--- src/rtl/washer_ctrl_gen2.sv ---
// Washing-machine sequencer: fill, agitate (fwd/gap/rev/gap loops), drain, spin,
// with an emergency-stop HALT state. Phase timing is counted in one-per-second ticks.
module washer_ctrl_gen2 #(
    parameter int unsigned TW         = 6,
    parameter int unsigned T_FILL     = 60,
    parameter int unsigned T_RUN      = 60,
    parameter int unsigned T_GAP      = 5,
    parameter int unsigned T_DRAIN    = 60,
    parameter int unsigned T_SPIN     = 60,
    parameter int unsigned RW         = 4,
    parameter int unsigned WASH_REPS  = 7,
    parameter int unsigned RINSE_REPS = 15
) (
    input  logic          clk,
    input  logic          rst,
    input  logic          tick,
    input  logic          start,
    input  logic [1:0]    mode,
    input  logic          estop,
    output logic          inlet,
    output logic          drain,
    output logic          dry,
    output logic          zheng,
    output logic          fan,
    output logic          ledstop,
    output logic          alarm,
    output logic          busy,
    output logic [3:0]    c_s,
    output logic [RW-1:0] reps_left
);

    localparam logic [3:0] S_IDLE  = 4'd0;
    localparam logic [3:0] S_FILL  = 4'd1;
    localparam logic [3:0] S_FWD   = 4'd2;
    localparam logic [3:0] S_GAP1  = 4'd3;
    localparam logic [3:0] S_REV   = 4'd4;
    localparam logic [3:0] S_GAP2  = 4'd5;
    localparam logic [3:0] S_DRAIN = 4'd6;
    localparam logic [3:0] S_SPIN  = 4'd7;
    localparam logic [3:0] S_DONE  = 4'd8;
    localparam logic [3:0] S_HALT  = 4'd9;

    logic [3:0]    state_nxt;
    logic [TW-1:0] timer;
    logic [TW-1:0] timer_nxt;
    logic [RW-1:0] reps_nxt;
    logic [1:0]    mode_q;
    logic [1:0]    mode_nxt;
    logic          first_q;
    logic          first_nxt;
    logic          inlet_nxt;
    logic          drain_nxt;
    logic          dry_nxt;
    logic          zheng_nxt;
    logic          fan_nxt;
    logic          ledstop_nxt;
    logic          alarm_nxt;
    logic          busy_nxt;

    // Final timer value of each timed phase; the phase ends on the tick that reaches it.
    function automatic logic [TW-1:0] last_count(input logic [3:0] st);
        case (st)
            S_FILL:         last_count = TW'(T_FILL - 1);
            S_FWD, S_REV:   last_count = TW'(T_RUN - 1);
            S_GAP1, S_GAP2: last_count = TW'(T_GAP - 1);
            S_DRAIN:        last_count = TW'(T_DRAIN - 1);
            S_SPIN:         last_count = TW'(T_SPIN - 1);
            default:        last_count = '0;
        endcase
    endfunction

    // State, timer, pass bookkeeping and registered drive outputs.
    always_ff @(posedge clk) begin
        if (rst) begin
            c_s       <= S_IDLE;
            timer     <= '0;
            reps_left <= '0;
            mode_q    <= 2'd0;
            first_q   <= 1'b0;
            inlet     <= 1'b0;
            drain     <= 1'b0;
            dry       <= 1'b0;
            zheng     <= 1'b0;
            fan       <= 1'b0;
            ledstop   <= 1'b1;
            alarm     <= 1'b0;
            busy      <= 1'b0;
        end else begin
            c_s       <= state_nxt;
            timer     <= timer_nxt;
            reps_left <= reps_nxt;
            mode_q    <= mode_nxt;
            first_q   <= first_nxt;
            inlet     <= inlet_nxt;
            drain     <= drain_nxt;
            dry       <= dry_nxt;
            zheng     <= zheng_nxt;
            fan       <= fan_nxt;
            ledstop   <= ledstop_nxt;
            alarm     <= alarm_nxt;
            busy      <= busy_nxt;
        end
    end

    // Next-state, timer and repetition logic; estop overrides every phase advance.
    always_comb begin
        state_nxt = c_s;
        timer_nxt = timer;
        reps_nxt  = reps_left;
        mode_nxt  = mode_q;
        first_nxt = first_q;
        if (estop) begin
            state_nxt = S_HALT;
            timer_nxt = '0;
            reps_nxt  = '0;
        end else begin
            case (c_s)
                S_IDLE: begin
                    if (start && (mode != 2'd0)) begin
                        mode_nxt  = mode;
                        first_nxt = 1'b1;
                        timer_nxt = '0;
                        if (mode == 2'd3) begin
                            state_nxt = S_DRAIN;
                        end else begin
                            state_nxt = S_FILL;
                            reps_nxt  = (mode == 2'd2) ? RW'(WASH_REPS) : RW'(RINSE_REPS);
                        end
                    end
                end
                S_FILL, S_FWD, S_GAP1, S_REV, S_GAP2, S_DRAIN, S_SPIN: begin
                    if (tick) begin
                        if (timer == last_count(c_s)) begin
                            timer_nxt = '0;
                            case (c_s)
                                S_FILL: state_nxt = S_FWD;
                                S_FWD:  state_nxt = S_GAP1;
                                S_GAP1: state_nxt = S_REV;
                                S_REV:  state_nxt = S_GAP2;
                                S_GAP2: begin
                                    reps_nxt  = reps_left - 1'b1;
                                    state_nxt = (reps_left != RW'(1)) ? S_FWD : S_DRAIN;
                                end
                                S_DRAIN: begin
                                    // A full wash drains into a second fill for its rinse pass.
                                    if ((mode_q == 2'd2) && first_q) begin
                                        state_nxt = S_FILL;
                                        first_nxt = 1'b0;
                                        reps_nxt  = RW'(RINSE_REPS);
                                    end else begin
                                        state_nxt = S_SPIN;
                                    end
                                end
                                S_SPIN:  state_nxt = S_DONE;
                                default: state_nxt = S_IDLE;
                            endcase
                        end else begin
                            timer_nxt = timer + 1'b1;
                        end
                    end
                end
                S_DONE: begin
                    if (start) state_nxt = S_IDLE;
                end
                S_HALT:  state_nxt = S_IDLE;
                default: state_nxt = S_IDLE;
            endcase
        end
    end

    // Drive decode from the next state so the output registers track c_s exactly.
    always_comb begin
        inlet_nxt   = 1'b0;
        drain_nxt   = 1'b0;
        dry_nxt     = 1'b0;
        zheng_nxt   = 1'b0;
        fan_nxt     = 1'b0;
        ledstop_nxt = 1'b0;
        alarm_nxt   = 1'b0;
        busy_nxt    = 1'b0;
        case (state_nxt)
            S_IDLE:  ledstop_nxt = 1'b1;
            S_FILL:  begin inlet_nxt = 1'b1; busy_nxt = 1'b1; end
            S_FWD:   begin zheng_nxt = 1'b1; busy_nxt = 1'b1; end
            S_GAP1:  begin ledstop_nxt = 1'b1; busy_nxt = 1'b1; end
            S_REV:   begin fan_nxt = 1'b1; busy_nxt = 1'b1; end
            S_GAP2:  begin ledstop_nxt = 1'b1; busy_nxt = 1'b1; end
            S_DRAIN: begin drain_nxt = 1'b1; busy_nxt = 1'b1; end
            S_SPIN:  begin drain_nxt = 1'b1; dry_nxt = 1'b1; busy_nxt = 1'b1; end
            S_DONE:  begin ledstop_nxt = 1'b1; alarm_nxt = 1'b1; end
            S_HALT:  begin ledstop_nxt = 1'b1; alarm_nxt = 1'b1; end
            default: ledstop_nxt = 1'b1;
        endcase
    end

endmodule

--- config.mk ---
export PLATFORM = sky130hd
export DESIGN_NAME = washer_ctrl_gen2
export DESIGN_NICKNAME = d
export VERILOG_FILES = /design/src/rtl/washer_ctrl_gen2.sv
export SDC_FILE = /design/constraint.sdc
export NUM_CORES = 1
export LEC_CHECK = 0
export CAP_MARGIN = 25
export CORE_AREA = 2 2 68 70
export DETAILED_ROUTE_END_ITERATION = 8
export DIE_AREA = 0 0 70 72
export SYNTH_ARGS = -nofsm -noshare
export SYNTH_HDL_FRONTEND = slang
export SYNTH_SLANG_ARGS = --single-unit
--- constraint.sdc ---
create_clock -name clk -period 3.6 [get_ports clk]
set_input_delay 0.54 -clock clk [delete_from_list [all_inputs] [get_ports clk]]
set_output_delay 0.54 -clock clk [all_outputs]
set_load 0.05 [all_outputs]
==> Yosys cells after proc, flatten, opt, wreduce, memory -nomap -nowiden <==
Cells that the tools add are included.
W data, S select, Z words.
{ "word_totals": {"regBits": 25, "inputBits": 7, "wordCells": 103} }
{ "op_classes": {"addsub": 2, "eq_ne": 30, "mux": 40, "bitwise": 1, "n_reduce_logical": 17} }
{ "op_table": {"columns": ["cell", "count"], "rows": [
  ["$mux W4", 11],
  ["$mux W6", 6],
  ["$eq A4 B3 Y1 const B", 8],
  ["$pmux W4 S7", 1],
  ["$pmux W6 S2", 2],
  ["$eq A4 B2 Y1 const B", 4],
  ["$pmux W4 S2", 2],
  ["$reduce_and A7 Y1", 2],
  ["$reduce_or A7 Y1", 2],
  ["$mux W1", 13],
  ["$eq A4 B4 Y1 const B", 3],
  ["$ne A2 B2 Y1 const B", 6],
  ["$pmux W4 S3", 1],
  ["$reduce_or A5 Y1", 2],
  ["$mux W3", 3],
  ["$eq A4 B1 Y1 const B", 2],
  ["$reduce_or A2 Y1", 4],
  ["$add A6 B1 Y6 const B", 1],
  ["$eq A2 B2 Y1 const B", 3],
  ["$eq A6 B6 Y1", 1],
  ["$ne A3 B3 Y1 const B", 2],
  ["$reduce_and A3 Y1", 2],
  ["$logic_not A4 Y1", 1],
  ["$ne A4 B1 Y1 const B", 1],
  ["other kinds (5)", 7]
]} }

==> Logic depth before layout (Yosys ltp) <==
{ "depth": {"word_depth": 14, "mapped_depth": 8} }

==> Least setup slack after synthesis <==
Ideal clock, no wire load.
{ "synth_path": {"path_type": "reg2reg", "start": "register c_s[3]", "end": "register ledstop", "setup_time_ps": 103, "arrival_time_ps": 2533, "t_required_ps": 3497, "slack_ps": 963, "stages_incl_launch_ff": 8, "n_path_buf": 0, "cell_sequence": "dfxtp_1 clkinv_1 o211ai_1 mux2_4 and3_1 a221o_2 nor3b_4 a2111oi_2"} }
{ "synth_via": {"elab_chain_len": 14, "word_cells_on_any_way": 31, "classes_between": "eq/ne: 14; mux: 12; reduce/logical: 5"} }
{ "synth_rtl": {"columns": ["element", "line_no", "source"], "rows": [
  ["from (decl)", "28", "output logic [3:0] c_s,"],
  ["from (signal assigned)", "89", "c_s <= state_nxt;"],
  ["$eq A4 B1 Y1, or another cell as far along", "62, 117, 135", null],
  ["$reduce_or A5 Y1 (no source line) / $reduce_or A2 Y1 (equally long branches)", null, null],
  ["$pmux W6 S2", "62", "case (st)"],
  ["$mux W6", "132", "if (tick) begin"],
  ["$mux W6", "117", "case (c_s)"],
  ["$mux W6", "112", "if (estop) begin"],
  ["$eq A6 B6 Y1", "133", "if (timer == last_count(c_s)) begin"],
  ["$mux W4", "133", null],
  ["$mux W4", "132", null],
  ["$pmux W4 S3 *", "117", null],
  ["$mux W4 *", "112", null],
  ["$eq A4 B3 Y1, or another cell as far along", "181", "case (state_nxt)"],
  ["$reduce_or A5 Y1 (no source line) *", null, null],
  ["$mux W1 *", "181", null],
  ["to (signal assigned)", "99", "ledstop <= ledstop_nxt;"],
  ["to (decl)", "25", "output logic ledstop,"]
]} }
Every way passes the cells marked *; elsewhere a longest branch is shown, timed or not. The select of a mux whose other input is x is not followed.
A chain may end at the register's enable or synchronous reset.

==> Worst setup path after layout <==
{ "layout_path": {"start": "register c_s[0]", "end": "register ledstop"} }
The elaborated chain is that of the path after synthesis.

==> flow_metrics.env <==
export IMPL_status="finished clean"
export IMPL_path_buf_inv=0
export IMPL_root_buffer="clkbuf_8"
export IMPL_post_cts_setup_buffers=0
export IMPL_cp_end_kind="flip-flop"
export IMPL_grt_max_degree=16
export IMPL_crit_arrival_ps=2800
export IMPL_synth_distinct_cells=58
export IMPL_dr_pass1_iters=4
export IMPL_routedWlPerCell_um=13.6
export IMPL_yosys_area_top_type_share_pct=34.4
export IMPL_slew_headroom_pct=59.8
export IMPL_period_share_pct=72.7
export IMPL_crit_chain="xor2_1, o211ai_1, mux2_4, and3_1, a221o_2, nor3b_4, a2111oi_2"
export IMPL_drcViolationCount=0
export IMPL_grt_pass1_vias=1180
export IMPL_skew_ps=4.05
export IMPL_cts_buffer_depth=2
export IMPL_die_h_um=72
export IMPL_slew_viol_final=0
export IMPL_die_w_um=70
export IMPL_cts_hold_buf=0
export IMPL_drive_gt1_share_pct=14.8
export IMPL_io_pins=23
export IMPL_async_flop_share_pct=0
export IMPL_fin_hold_ws_ps=507
export IMPL_crit_fanout=14
export IMPL_nNetsFinal=194
export IMPL_cts_resized=0
export IMPL_cap_viol_max_count=0
export IMPL_cts_clk_slew_worst_paths_ps=90
export IMPL_areaGrowthSynthToFinish_pct=20.0
export IMPL_fmax_ghz=0.382
export IMPL_synth_area_leaders="dfxtp_1 (34%), nor2_1 (7.7%), a21oi_1 (3.1%), xor2_1 (3.0%), ha_1 (2.6%)"
export IMPL_final_min_clock_period_ps=2620
export IMPL_initialDrtViolationCount=51
export IMPL_synth_area_per_cell_um2=9.03
export IMPL_postRouteAntennaNets=0
export IMPL_cts_tree="built"
export IMPL_final_hold_viol_count=0
export IMPL_antenna_found_initial=0
export IMPL_yosysWarnings=0
export IMPL_p_per_area_nw_per_um2=358
export IMPL_grt_usage_pct=13.8
export IMPL_hpwl_um=2430
export IMPL_finalSetupTns_ps=0
export IMPL_synth_flop_cell="dfxtp_1"
export IMPL_wl_um=3200
export IMPL_critPathTopFamily="compound AO/OA/AOI/OAI gates"
export IMPL_gp_congestion=0.868
export IMPL_clkSinkCount=25
export IMPL_fill_cells=439
export IMPL_crit_path_top_delay_cell="dfxtp_1"
export IMPL_r2r_cells=7
export IMPL_vias_per_cell=5.34
export IMPL_yosys_top_cells_count="nor2_1 (30), dfxtp_1 (25), a21oi_1 (9)"
export IMPL_synth_top_cell_by_area="dfxtp_1"
export IMPL_yosysSeqAreaShare_pct=34.4
export IMPL_via_count=1255
export IMPL_setup_viol_count_final=0
export IMPL_rsz0062_at_grt="no"
export IMPL_grt_first_pass_wirelength_um=5550
export IMPL_p_leak_nw=0.620
export IMPL_synthesis_nets=171
export IMPL_fp_row_count=24
export IMPL_synth_most_common_cell="nor2_1"
export IMPL_criticalPathCategory="flip-flop to flip-flop"
export IMPL_clock_latency_ps=280
export IMPL_die_area_um2=5040
export IMPL_tightest_slew_ps=598
export IMPL_io_buffers=22
export IMPL_htreeDepth=1
export IMPL_cp_num_cells=7
export IMPL_cts_buffers=3
export IMPL_start_util_pct=34.1
export IMPL_cp_start_kind="flip-flop"
export IMPL_core_um2=4260
export IMPL_synth_cell_area_um2=1450
export IMPL_hold_depth=2
export IMPL_hold_class="flip-flop to flip-flop"
export IMPL_diodes=0
export IMPL_crit_path_max_incr_delay_ps=640
export IMPL_crit_required_ps=3790
export IMPL_ys_ff_latch=25
export IMPL_gr_total_overflow=0
export IMPL_syn_inst=161
export IMPL_synth_edff_count=0
export IMPL_ir_worst_vdd_mv=0.224
state kept, by name, summed over array words and instances, names as in the netlist, 2 cells and up:
signal	count
timer	6
c_s	4
reps_left	4
mode_q	2
power breakdown:
group          leakage [nW]  switching, mW  internal, mW
Clock                0.0217         0.0941        0.0787
Sequential            0.203         0.0113         0.286
Combinational         0.395         0.0933        0.0599
area by class of cell:
type	instances	area [µm²]	area share, %
clock buffers	3	41.3	2.37
clock inverters	1	7.51	0.430
inverters	4	15.0	0.861
multi-input cells	127	887	50.9
flip-flops and latches	25	500	28.7
well taps	52	65.1	3.73
repair buffers	23	228	13.1
final timing paths:
kind | from | endpoint | slack [ps]
max | c_s[0] | ledstop | 980
min | first_q | first_q | 510
max reg2reg | c_s[0] | ledstop | 980
min reg2reg | first_q | first_q | 510
through the flow:
step / setup slack, ps / instance area, µm² / instances / utilization (%) / power [mW]
5_1_grt: 770 / 1740 / 235 / 40.9 / 0.657
6_report: 984 / 1740 / 235 / 40.9 / 0.624
3_5_place_dp: 920 / 1700 / 231 / 39.8 / 0.457
2_1_floorplan: 963 / 1450 / 161 / - / 0.414
3_3_place_gp: 975 / 1700 / 231 / 39.8 / 0.455
4_1_cts: 997 / 1740 / 235 / 40.9 / 0.628
routing by layer:
metal  track usage [%]  up-vias  part of all wire [%]  wire, µm
met1              18.7      579                    45      1450
li1                  -      625                     -         -
met4              7.26        0                   2.5        80
met2              20.6       46                    46      1470
met5                 0        -                     0         0
met3              2.92        5                   6.0       193
layout by cell type, fill, tap and decap left out, types with 3 or more instances in the layout:
cell type	n
or3_1	3
nor2_1	30
nand3_1	3
dfxtp_1	25
nor2b_1	4
a21oi_1	9
xor2_1	5
clkdlybuf4s50_1	22
nand2_1	7
xnor2_1	3
and2_1	3
clkbuf_8	3
inv_1	3
mux2i_1	3
a211oi_1	3
o21ai_0	4
ha_1	3
and3_1	4
cells by family after synthesis:
family	synth area share, %
compound gates	15.3
xor+xnor	5.94
fa+ha+maj	2.58
buf+inv	4.56
flops	34.4
mux	3.10
simple gates	34.1
worst reg2reg max path, cell delays in order, from the launching register on:
cell and delay [ps]:
dfxtp_1 640, xor2_1 160, o211ai_1 240, mux2_4 380, and3_1 180, a221o_2 430, nor3b_4 190, a2111oi_2 320
(Power assumes the default switching activity.)
